<file path="config.mk">
export PLATFORM = sky130hd
export DESIGN_NAME = fifo_burst_reader
export DESIGN_NICKNAME = d
export VERILOG_FILES = /design/src/rtl/fifo_burst_reader_pkg.sv /design/src/rtl/fifo_rd_checker.sv /design/src/rtl/fifo_burst_reader.sv
export SDC_FILE = /design/constraint.sdc
export NUM_CORES = 1
export LEC_CHECK = 0
export CAP_MARGIN = 25
export CORE_ASPECT_RATIO = 1.4
export CORE_MARGIN = 2
export CORE_UTILIZATION = 35
export CTS_BUF_LIST = sky130_fd_sc_hd__clkbuf_2
export DETAILED_ROUTE_END_ITERATION = 7
export HOLD_SLACK_MARGIN = 0.12
export PLACE_DENSITY_LB_ADDON = 0.3
export SLEW_MARGIN = 20
export SYNTH_ARGS = -nofsm -noshare
export SYNTH_HDL_FRONTEND = slang
export SYNTH_SLANG_ARGS = --single-unit
</file>
<file path="constraint.sdc">
create_clock -name clk_tb -period 6.2 [get_ports clk_tb]
set_clock_uncertainty 0.1 [all_clocks]
set_input_delay 0.93 -clock clk_tb [delete_from_list [all_inputs] [get_ports clk_tb]]
set_output_delay 0.93 -clock clk_tb [all_outputs]
set_load 0.005 [all_outputs]
</file>
<file path="src/rtl/fifo_burst_reader_pkg.sv">
// Shared types and default sizing for the FIFO burst reader and its checker.
package fifo_burst_reader_pkg;

  typedef enum logic [1:0] {
    S_IDLE  = 2'd0,
    S_READ  = 2'd1,
    S_DRAIN = 2'd2,
    S_DONE  = 2'd3
  } state_t;

  localparam int DEF_ADDR_WIDTH  = 9;
  localparam int DEF_DATA_WIDTH  = 8;
  localparam int DEF_ERR_W       = 4;
  localparam int DEF_TIMEOUT_CYC = 64;
  localparam int RD_LATENCY_MAX  = 4;

endpackage

</file>
<file path="src/rtl/fifo_rd_checker.sv">
// Tracks reads in flight through the FIFO output latency and compares each
// returned word against the incrementing reference, recording the first miss.
module fifo_rd_checker
  import fifo_burst_reader_pkg::*;
#(
  parameter int DATA_WIDTH = DEF_DATA_WIDTH,
  parameter int ERR_W      = DEF_ERR_W,
  parameter int RD_LATENCY = 1,
  parameter int START_VAL  = 1
) (
  input  logic                  clk_tb,
  input  logic                  tb_rst,
  input  logic                  clear,
  input  logic                  push,
  input  logic [DATA_WIDTH-1:0] rd_data,
  output logic                  pipe_busy,
  output logic [ERR_W-1:0]      err_cnt,
  output logic [DATA_WIDTH-1:0] first_err_exp,
  output logic [DATA_WIDTH-1:0] first_err_got
);

  if (RD_LATENCY < 1 || RD_LATENCY > RD_LATENCY_MAX) begin : g_bad_latency
    $error("fifo_rd_checker: RD_LATENCY out of range");
  end

  logic [RD_LATENCY-1:0] vld_p;
  logic [DATA_WIDTH-1:0] exp_cnt;
  logic                  tap;

  function automatic logic [ERR_W-1:0] sat_inc(input logic [ERR_W-1:0] v);
    return (&v) ? v : v + ERR_W'(1);
  endfunction

  assign tap       = vld_p[RD_LATENCY-1];
  assign pipe_busy = |vld_p;

  // Valid pipe: bit 0 marks an accepted read, the top bit lines up with rd_data.
  always_ff @(posedge clk_tb or posedge tb_rst) begin
    if (tb_rst) vld_p <= '0;
    else        vld_p <= RD_LATENCY'({vld_p, push});
  end

  // Compare stage
  always_ff @(posedge clk_tb or posedge tb_rst) begin
    if (tb_rst) begin
      exp_cnt       <= '0;
      err_cnt       <= '0;
      first_err_exp <= '0;
      first_err_got <= '0;
    end else if (clear) begin
      exp_cnt       <= DATA_WIDTH'(START_VAL);
      err_cnt       <= '0;
      first_err_exp <= '0;
      first_err_got <= '0;
    end else if (tap) begin
      exp_cnt <= exp_cnt + DATA_WIDTH'(1);
      if (rd_data != exp_cnt) begin
        err_cnt <= sat_inc(err_cnt);
        if (err_cnt == '0) begin
          first_err_exp <= exp_cnt;
          first_err_got <= rd_data;
        end
      end
    end
  end

endmodule

</file>
<file path="src/rtl/fifo_burst_reader.sv">
// Read-side burst engine: drains burst_len words through rd_en/empty, aborts
// on a sustained empty stall, and hands returned data to the pattern checker.
module fifo_burst_reader
  import fifo_burst_reader_pkg::*;
#(
  parameter int ADDR_WIDTH  = DEF_ADDR_WIDTH,
  parameter int DATA_WIDTH  = DEF_DATA_WIDTH,
  parameter int RD_LATENCY  = 1,
  parameter int START_VAL   = 1,
  parameter int TIMEOUT_CYC = DEF_TIMEOUT_CYC,
  parameter int ERR_W       = DEF_ERR_W
) (
  input  logic                  clk_tb,
  input  logic                  tb_rst,
  input  logic                  start,
  input  logic [ADDR_WIDTH:0]   burst_len,
  input  logic                  empty,
  input  logic [DATA_WIDTH-1:0] rd_data,
  output logic                  rd_en,
  output logic                  busy,
  output logic                  done,
  output logic                  timeout,
  output logic [ADDR_WIDTH:0]   rd_count,
  output logic [ERR_W-1:0]      err_cnt,
  output logic [DATA_WIDTH-1:0] first_err_exp,
  output logic [DATA_WIDTH-1:0] first_err_got
);

  localparam int CNT_W   = ADDR_WIDTH + 1;
  localparam int STALL_W = $clog2(TIMEOUT_CYC + 1);

  state_t             state, state_nxt;
  logic [CNT_W-1:0]   remaining;
  logic [STALL_W-1:0] stall_cnt;
  logic               launch;
  logic               stall_hit;
  logic               pipe_busy;

  always_ff @(posedge clk_tb or posedge tb_rst) begin
    if (tb_rst) state <= S_IDLE;
    else        state <= state_nxt;
  end

  always_comb begin
    state_nxt = state;
    rd_en     = 1'b0;
    launch    = 1'b0;
    stall_hit = 1'b0;
    case (state)
      S_IDLE: begin
        if (start) begin
          launch    = 1'b1;
          state_nxt = (burst_len == '0) ? S_DONE : S_READ;
        end
      end
      S_READ: begin
        rd_en = !empty;
        if (!empty && remaining == CNT_W'(1)) begin
          state_nxt = S_DRAIN;
        end else if (empty && stall_cnt == STALL_W'(TIMEOUT_CYC - 1)) begin
          stall_hit = 1'b1;
          state_nxt = S_DRAIN;
        end
      end
      S_DRAIN: begin
        if (!pipe_busy) state_nxt = S_DONE;
      end
      S_DONE:  state_nxt = S_IDLE;
      default: state_nxt = S_IDLE;
    endcase
  end

  assign busy = (state != S_IDLE);
  assign done = (state == S_DONE);

  // Burst counters; the stall count only advances on empty cycles in READ.
  always_ff @(posedge clk_tb or posedge tb_rst) begin
    if (tb_rst) begin
      remaining <= '0;
      rd_count  <= '0;
      stall_cnt <= '0;
      timeout   <= 1'b0;
    end else begin
      if (launch) begin
        remaining <= burst_len;
        rd_count  <= '0;
        stall_cnt <= '0;
        timeout   <= 1'b0;
      end else if (rd_en) begin
        remaining <= remaining - CNT_W'(1);
        rd_count  <= rd_count + CNT_W'(1);
        stall_cnt <= '0;
      end else if (state == S_READ) begin
        stall_cnt <= stall_cnt + STALL_W'(1);
      end
      if (stall_hit) timeout <= 1'b1;
    end
  end

  fifo_rd_checker #(
    .DATA_WIDTH (DATA_WIDTH),
    .ERR_W      (ERR_W),
    .RD_LATENCY (RD_LATENCY),
    .START_VAL  (START_VAL)
  ) u_checker (
    .clk_tb        (clk_tb),
    .tb_rst        (tb_rst),
    .clear         (launch),
    .push          (rd_en),
    .rd_data       (rd_data),
    .pipe_busy     (pipe_busy),
    .err_cnt       (err_cnt),
    .first_err_exp (first_err_exp),
    .first_err_got (first_err_got)
  );

endmodule

</file>
Word-level counts from Yosys, hierarchy flattened
Index checks and enable logic that the tools add are counted.
- output and inout bits: 34
- logic and storage cells: 77
- input bits: 22
- register bits after elaboration: 59
- $add $sub $neg: 5
- multiplexer cells: 35
- reduce and logical (&&, ||, !) cells: 17
- equality and inequality tests: 10
- operator list (cell ; count):
    8-bit 2-to-1 mux ; 10
    10-bit 2-to-1 mux ; 4
    7-bit 2-to-1 mux ; 3
    4-bit 2-to-1 mux ; 4
    2-bit nonzero test ; 6
    10-bit by 1-bit adder with 10-bit output, second input constant ; 1
    10-bit by 1-bit == test with 1-bit output, second input constant ; 1
    10-bit zero test ; 1
    2-bit 2-to-1 mux ; 5
    10-bit by 1-bit subtractor with 10-bit output, second input constant ; 1
    3-bit AND reduction ; 3
    8-bit by 1-bit adder with 8-bit output, second input constant ; 1
    1-bit 2-to-1 mux ; 8
    8-bit != test ; 1
    2-bit one-hot mux with 4 select lines ; 1
    7-bit by 1-bit adder with 7-bit output, second input constant ; 1
    7-bit by 6-bit == test with 1-bit output, second input constant ; 1
    2-bit != test, second input constant ; 3
    4-bit by 1-bit adder with 4-bit output, second input constant ; 1
    2-bit == test, second input constant ; 2
    4-bit zero test ; 1
    4-bit AND reduction ; 1
    3-bit != test, second input constant ; 1
    3-bit nonzero test ; 1
    4 further kinds ; 5

Depth between registers and ports, before layout
- depth after elaboration: 6
- gate-level depth with buffers: 9
- mapped depth without buffers: 7

Cells and area by module
From an unflattened synthesis, not the netlist that was laid out.
- cells, all modules: 304
- area, all modules: 3101.7 µm²
- by module, submodules not included (module ; instances ; area an instance (µm²) ; cells each):
    fifo_burst_reader ; 1 ; 1694.1 ; 177
    fifo_rd_checker ; 1 ; 1407.6 ; 127

Worst setup path before layout
No wires, ideal clock.
- path kind: input-to-output
- start point: in empty
- end point: out rd_en
- arrival: 1.294 ns
- stages: 2
- path slack: 3.876 ns
- cell sequence: nor2b_1 buf_2
- word-level cells in the longest chain between the ends: 2
- RTL lines (what ; line ; text):
    start, declared ; fifo_burst_reader.sv:17 ; input logic empty,
    1-bit zero test ; fifo_burst_reader.sv:57 ; rd_en = !empty;
    1-bit 2-to-1 mux ; fifo_burst_reader.sv:49 ; case (state)
    end, declared ; fifo_burst_reader.sv:19 ; output logic rd_en,
No other way between the ends.

Worst setup path in the final report
Ends and elaborated chain as after synthesis.

==> metrics.txt <==
Syn Nets=362; period utilisation layout=54.8%; Yosys reg bits=just under 60; Netlist cell types=43; Final #Nets=416; clock sinks=59; DR pass1 iterations=4; placed instance area=~0.0037 sq mm; Core Box Area=0.00851 sq mm; sequential area share after synthesis=48.6%; Comb pwr share=37.7%; Clock Power Share=18.5%; share of cells above drive strength 1=~6.7%; post-route minimum period=3.40 ns; # fillers=885; DR vias=2508; Max Cap Violations=0; Max FO, Critical Path=13; Worst setup SP type=input pin; GR Util All Layers=14.9%; worst vdd ir=0.195 mV; final hold slack=0.400 ns; Synthesis Warnings=0; Pint=~800 uW; pwr/cell area=approximately 340 mW/mm^2; CTS Root Cell=clkbuf_2; sw frac=38.3%; number of port buffers=55; Final Hold Fails=0; Final Instance Area=0.00378 sq mm; Layout Area Growth over Synthesis=24.5%; post-CTS setup repair buffer count=0; Syn Area/Cell=9.27 sq um; Layout Cells excl Fill=492; Tightest Pin Transition=0.753 ns; status=completed; largest net degree at the start of global routing=60; Flop pwr share=43.8%; PnR worst setup slack=2.80 ns; CTS tree=built; Req. time, crit path=5.17 ns; worst hold path class=flip-flop to flip-flop; global placer's final weighted congestion=between 0.8 and 0.9; CTS Hold Buffers Added=0; number of CTS-inserted buffers=9; Skew-Pair Late Insertion Delay=0.48 ns; number of diodes=0; Final Setup Violations=0; Initial Utilization=approximately 36%; drt total wl=6500 um; RSZ-0062 raised after global routing=false; Mapped Cells=328; Worst setup EP type=primary output; Detailed Route Iter0 Violations=between 100 and 150; Post-Syn Area=0.00304 sq mm; deepest level of the CTS H-tree=3; residual DRC count=0; die area=0.00946 sq mm; pre-CTS setup slack=roughly 2.8 ns; P_sw=approximately 500 uW; Worst EP arrival=2.37 ns; post-DR wirelength/cell=13.2 um; hpwl dp=4550 um; GRT overflow=0; Clock transition at path regs=0.17 ns; slew margin rel.=approximately half; CTS resizes=0; Final TNS setup=0 ns; initial antenna violation count=0; vias in the first global route=2326; Top Ports=56; dpl cells=about 480; commonest non-fill, non-tap cells in the layout=dfrtp_1, clkdlybuf4s50_1, nand2_1, o21ai_0, nor2_1; most common cell after layout, fill and taps aside=dfrtp_1; Antenna Nets Post-Route=0; die height=114 um; Lkg Pwr=roughly 1.6 nW; first-pass GRT wire length=10700 um; fin. max-slew vios=0; f_max=294 MHz; Worst Path Class, Setup=input pin to primary output; deepest clock path buffer count=2; row cnt=40; Via density=5.10; die width=82.8 um
==> cell families after synthesis <==
| group | synth area share (%) |
|---|---|
| simple gates | 21.3 |
| flops | 48.6 |
| compound gates | 10.5 |
| xor+xnor | 8.07 |
| buf+inv | 4.61 |
| fa+ha+maj | 4.94 |
| mux | 2.06 |
==> through the flow <==
stage          total power, mW  util [%]
6_report                  1.30      44.5
3_3_place_gp              1.05      43.0
2_1_floorplan            0.888         -
5_1_grt                   1.41      44.5
3_5_place_dp              1.08      43.1
4_1_cts                   1.32      44.5
==> power by group through the flow <==
stage	combinational, mW	sequential [mW]	clock [mW]
floorplan	0.334	0.554	0
global placement	0.478	0.575	0
detailed placement	0.498	0.579	0
CTS	0.500	0.572	0.252
global route	0.564	0.585	0.265
finish	0.492	0.571	0.242
==> flip-flops by register name, summed over array words and instances (netlist names) <==
register	flops
timeout	1
u_checker.first_err_exp	8
u_checker.pipe_busy	1
stall_cnt	7
u_checker.exp_cnt	8
rd_count	10
state	2
remaining	10
u_checker.first_err_got	8
u_checker.err_cnt	4
==> synthesized netlist by cell type, drive strengths merged <==
master	count	share of area [%]
or4b	1	0.33
o211ai	1	0.25
nand3	22	3.6
inv	11	1.4
or2	1	0.21
a211oi	1	0.25
and2	2	0.41
nand3b	1	0.25
dfrtp	59	49
and3	3	0.66
o21a	1	0.25
a21oi	10	1.6
nand4b	1	0.29
o21ba	1	0.33
o221ai	1	0.29
nor4	6	1.2
a32oi	1	0.29
mux2i	4	1.3
o21ai	36	5.9
ha	12	4.9
a21boi	1	0.25
xor2	19	5.5
nand2	49	6.0
nor2	27	3.3
or4	1	0.25
a21o	1	0.25
nor3b	1	0.25
nor3	9	1.5
mux2	2	0.74
nor2b	1	0.21
o211a	1	0.33
or3	5	1.0
and4	1	0.29
nand4	6	1.2
nand2b	1	0.21
buf	6	1.6
xnor2	9	2.6
clkbuf	11	1.7
a31oi	2	0.41
==> critical path, stage by stage <==
cell and delay (ns):
clkdlybuf4s50_1 0.54, nor2b_1 0.16, buf_4 0.21, clkdlybuf4s50_1 0.52
==> metal layers <==
layer	routed length (um)	GRT usage, %	up-vias	share of wire [%]
met5	0	0	-	0
met4	136	7.21	0	2.1
met3	343	3.31	16	5.3
met2	3200	25.2	66	49
met1	2820	17.5	1192	43
li1	-	-	1234	-
==> worst paths after layout <==
| check | start | end | slack (ns) | depth (start not counted) |
|---|---|---|---|---|
| max | empty | rd_en | 2.80 | 4 |
| min | timeout | timeout | 0.40 | 1 |
| max reg2reg | state[0] | u_checker.first_err_got[3] | 3.88 | 8 |
| min reg2reg | timeout | timeout | 0.40 | 1 |
| max in group asynchronous | tb_rst | state[1] | 4.63 | 3 |
| min in group asynchronous | tb_rst | rd_count[4] | 0.85 | 3 |
==> cell type report <==
type	count	area [sq um]	area share (%)
clock buffers	9	45.0	1.19
clock inverters	7	68.8	1.82
inverters	11	41.3	1.09
multi-input cells	241	1430	37.8
flip-flops and latches	59	1480	39.0
well taps	105	131	3.47
repair buffers	60	592	15.6
Power figures use the tool's default switching activity.
